## config.mk

```make
export PLATFORM = sky130hd
export DESIGN_NAME = bit8_adder
export DESIGN_NICKNAME = d
export VERILOG_FILES = /design/src/rtl/bit8_adder.sv
export SDC_FILE = /design/constraint.sdc
export NUM_CORES = 1
export LEC_CHECK = 0
export ABC_CLOCK_PERIOD_IN_PS = 1000
export CORE_MARGIN = 2
export CORE_UTILIZATION = 37
export CTS_CLUSTER_SIZE = 12
export DETAILED_ROUTE_END_ITERATION = 12
export GPL_ROUTABILITY_DRIVEN = 0
export GPL_TIMING_DRIVEN = 0
export MAX_ROUTING_LAYER = met4
export PLACE_DENSITY = 0.85
export SLEW_MARGIN = 5
export SYNTH_ARGS = -nofsm -noshare
export SYNTH_HDL_FRONTEND = slang
export SYNTH_HIERARCHICAL = 1
export SYNTH_SLANG_ARGS = --single-unit
```

## constraint.sdc

```tcl
create_clock -name clk -period 1 [get_ports clk]
set_clock_uncertainty 0.15 [all_clocks]
set_input_delay 0.2 -clock clk [delete_from_list [all_inputs] [get_ports clk]]
set_output_delay 0.2 -clock clk [all_outputs]
set_load 0.02 [all_outputs]
```

## src/rtl/bit8_adder.sv

```systemverilog
// Registered 8-bit unsigned adder: a ripple-carry chain of eight full-adder
// cells feeding a one-cycle output register with a valid strobe.

module bit8_full_adder (
  input  logic p,
  input  logic q,
  input  logic cin,
  output logic r,
  output logic cout
);
  assign r    = p ^ q ^ cin;
  assign cout = (p & q) | ((p ^ q) & cin);
endmodule

module bit8_adder (
  input  logic       clk,
  input  logic       rst_n,
  input  logic [7:0] a,
  input  logic [7:0] b,
  input  logic       in_valid,
  output logic [7:0] sum,
  output logic       cout,
  output logic       out_valid
);
  logic [8:0] carry;
  logic [7:0] core_sum;

  assign carry[0] = 1'b0;

  genvar gi;
  generate
    for (gi = 0; gi < 8; gi++) begin : g_stage
      bit8_full_adder u_fa (
        .p    (a[gi]),
        .q    (b[gi]),
        .cin  (carry[gi]),
        .r    (core_sum[gi]),
        .cout (carry[gi+1])
      );
    end
  endgenerate

  // Result registers only load on accepted operands, so idle-cycle inputs
  // (including X/Z) never reach the outputs.
  always_ff @(posedge clk or negedge rst_n) begin
    if (!rst_n) begin
      sum       <= 8'h00;
      cout      <= 1'b0;
      out_valid <= 1'b0;
    end else begin
      out_valid <= in_valid;
      if (in_valid) begin
        sum  <= core_sum;
        cout <= carry[8];
      end
    end
  end
endmodule

```

==> results.tsv <==
stage	metric	value	unit
outcome	outcome	finished with violations	
outcome	violated checks	negative setup slack	
drt	ANT nets after route	0	
global_routing	GR Layer Usage met3	4.255	%
floorplan	effective utilization at floorplan	38.55	%
drt	number of DRC markers in iteration 0	7	
clock_network	buffers from clock root to sink, at most	2	
clock_network	number of clock sinks seen by CTS	10	
logic_synthesis	Mapped Area	560.5	um^2
clock_network	TritonCTS clock tree	yes	
global_routing	pin count of the biggest net entering global routing	11	
clock_network	CTS buffer count	3	
logic_synthesis	share of the yosys chip area belonging to registers	44.64	%
logic_synthesis	post-synth top area share	44.64	%
floorplan	total core area	1454	um^2
clock_network	hold buffer count at cts	0	
flow_run	number of maximum-capacitance violations	0	
clock_network	clock slew seen by the registers of the worst setup and hold paths	0.07	ns
logic_synthesis	leading post-synthesis cells by cell area	sky130_fd_sc_hd__dfrtp_1 45%, sky130_fd_sc_hd__fa_1 29%, sky130_fd_sc_hd__mux2_4 24%	
sta	Max Clk Rate	0.2931	GHz
worst_setup_path	CP startpoint	b[0]	
sta	setup repair after global routing missed its margin	true	
placed_design	number of placed instances, taps included	73	
cells_and_area	non-filler cells in the finished layout	84	
pwr	Worst IR Drop VDD	1.009	mV
drt	drt wl/cell	13.81	um
worst_setup_path	minimum setup slack among reg-to-reg paths	-0.06	ns
cells_and_area	Antenna Cells	0	
cells_and_area	final standard cell area without fillers	972.2	um^2
clock_network	number of H-tree levels	1	
cells_and_area	number of inserted filler cells in the final layout	109	
sta	Final Worst Setup Slack	-2.412	ns
logic_synthesis	cell accounting for the most synthesized area	sky130_fd_sc_hd__dfrtp_1	
placed_design	Post-Place Cell Area	880.8	um^2
worst_setup_path	crit start category	input port	
worst_setup_path	maximum fanout along the worst path	1	
cells_and_area	combined area of the multi-input logic cells	319.1	um^2
logic_synthesis	net count after synthesis	56	
hold_path	min-delay src	in_valid	
cells_and_area	area taken by flip-flops and latches	250.2	um^2
sta	crit path time final	3.412	ns
cells_and_area	number of nets at the end of the flow	96	
floorplan	placement row count	14	
clock_network	latest clock arrival within the worst-skew pair	0.26	ns
global_routing	GR Overflow Total	0	
floorplan	Die ar.	1842	um^2
drt	DRC violations left	0	
drt	post-detailed-route via-to-cell ratio	4.405	
sta	Setup Total Neg Slack	-13.20	ns
drt	total wirelength of the detailed-routed design	1160	um
sta	smallest hold slack	0.09107	ns
sta	Period Utilization, post-route	341.2	%
sta	number of endpoints with negative hold slack in the final report	0	
global_routing	initial antenna violation count	0	
worst_setup_path	kind of capture point of the worst setup path	flop	
hold_path	Hold Path Class	input port to flop	
worst_setup_path	class of the most critical setup path	input port to flop	
floorplan	x dimension of the die	42.92	um
cells_and_area	Post-Route Utilization	66.87	%
worst_setup_path	Crit Reg-Reg Startpoint	sum[5]$_DFFE_PN0P_	
logic_synthesis	count of mapped cells out of synthesis	29	
cells_and_area	fraction of layout instances using a drive strength above 1	60.29	%
logic_synthesis	Synth Warn #	6	
floorplan	Die Y-Extent	42.92	um
worst_setup_path	CP Data Arrival Time	3.42	ns
pwr	total power divided by cell area	1674	nW/um^2
pwr	leakage power summed over all cells	0.4428	nW
logic_synthesis	Syn Area/Cell	19.33	um^2
global_routing	Global Route met1 Usage	16.16	%
global_routing	GRT Max-Usage Layer	met2	
global_routing	total track usage	15.04	%
placed_design	buffers added on ports	28	
worst_setup_path	CP required	1.01	ns
sta	max-slew violation count	0	
drt	first-pass iteration count of the detailed router	4	
global_routing	number of global-route vias before repair	421	
cells_and_area	area growth from synthesis to layout	73.44	%
placed_design	post-detailed-placement half-perimeter wirelength	815.7	um
clock_network	buffer type at the clock tree root	sky130_fd_sc_hd__clkbuf_4	
floorplan	Top Ports	29	
logic_synthesis	FF+latch count, synth	10	
logic_synthesis	count of different cell masters after synthesis	5	
global_routing	first-pass GRT wire length	1849	um
drt	total number of vias	370	
global_routing	GR met2 Demand/Resource	24.24	%
sta	final number of setup-violating endpoints	18	
==> metrics by stage <==
stage / power [mW] / setup WS [ns]
final: 1.627 / -2.412
after CTS: 1.618 / -2.570
after detailed placement: 1.156 / -3.090
after floorplan: 0.8435 / -2.560
after global routing: 1.707 / -2.478
after global placement: 1.138 / -3.088
==> layout by cell type, fill, tap and decap left out, drive strengths merged <==
cell type and count:
dlygate4sd2 3, clkdlybuf4s50 13, dfrtp 10, mux2 9, fa 8, clkbuf 4, buf 20, conb 1
==> kinds of logic after synthesis <==
| kind of cell | Yosys count | synth area share, % |
|---|---|---|
| buffers and inverters | 1 | 2.009 |
| other | 1 | 0.6690 |
| adder cells (fa/ha/maj) | 8 | 28.57 |
| flip-flops | 10 | 44.64 |
| multiplexers | 9 | 24.11 |
==> metal layers <==
metal / part of all wire [%] / wire length (um)
met4: 0 / 0
met1: 37 / 428
met2: 59 / 679
met5: 0 / 0
met3: 4.4 / 51
==> flip-flops by register name (all words and copies together), names as in the netlist <==
name,cells
out_valid,1
cout,1
sum,8
==> cells in the mapped netlist <==
library cell               n
sky130_fd_sc_hd__dfrtp_1  10
sky130_fd_sc_hd__mux2_4    9
sky130_fd_sc_hd__fa_1      8
sky130_fd_sc_hd__buf_6     1
sky130_fd_sc_hd__conb_1    1
==> path summary, 6_finish.rpt <==
kind	to	depth (start not counted)
setup / recovery	sum[7]$_DFFE_PN0P_	10
hold reg to reg	sum[3]$_DFFE_PN0P_	1
min in group asynchronous	sum[1]$_DFFE_PN0P_	1
setup reg to reg	sum[5]$_DFFE_PN0P_	2
max in group asynchronous	cout$_DFFE_PN0P_	1
hold / removal	out_valid$_DFF_PN0_	1
==> worst max-delay path, cell delays in order <==
cell and delay, ns:
sky130_fd_sc_hd__buf_6 0.09, sky130_fd_sc_hd__fa_2 0.35, sky130_fd_sc_hd__fa_2 0.34, sky130_fd_sc_hd__fa_2 0.34, sky130_fd_sc_hd__fa_2 0.35, sky130_fd_sc_hd__fa_2 0.35
sky130_fd_sc_hd__fa_2 0.35, sky130_fd_sc_hd__fa_2 0.36, sky130_fd_sc_hd__fa_2 0.43, sky130_fd_sc_hd__mux2_4 0.26
==> power by group <==
part           total, mW  internal (mW)  switching [mW]  leakage, nW
clock network      0.375          0.221           0.154       0.0210
logic              0.701          0.439           0.262        0.305
registers          0.551          0.490          0.0607        0.117
total               1.63           1.15           0.477        0.443
==> final cells by class <==
type / count / area share (%)
Clock buffer: 4 / 3.732
Multi-Input combinational cell: 18 / 32.82
Buffer: 1 / 1.158
Tap cell: 16 / 2.059
Sequential cell: 10 / 25.74
Timing Repair Buffer: 35 / 34.49
==> timing repair <==
action                     CTS  global route
setup endpoints to repair   19            18
pin swaps                    8             5
resized for setup           72             0
buffers inserted             4             2
cloned                       1             0
(Power assumes the default switching activity.)
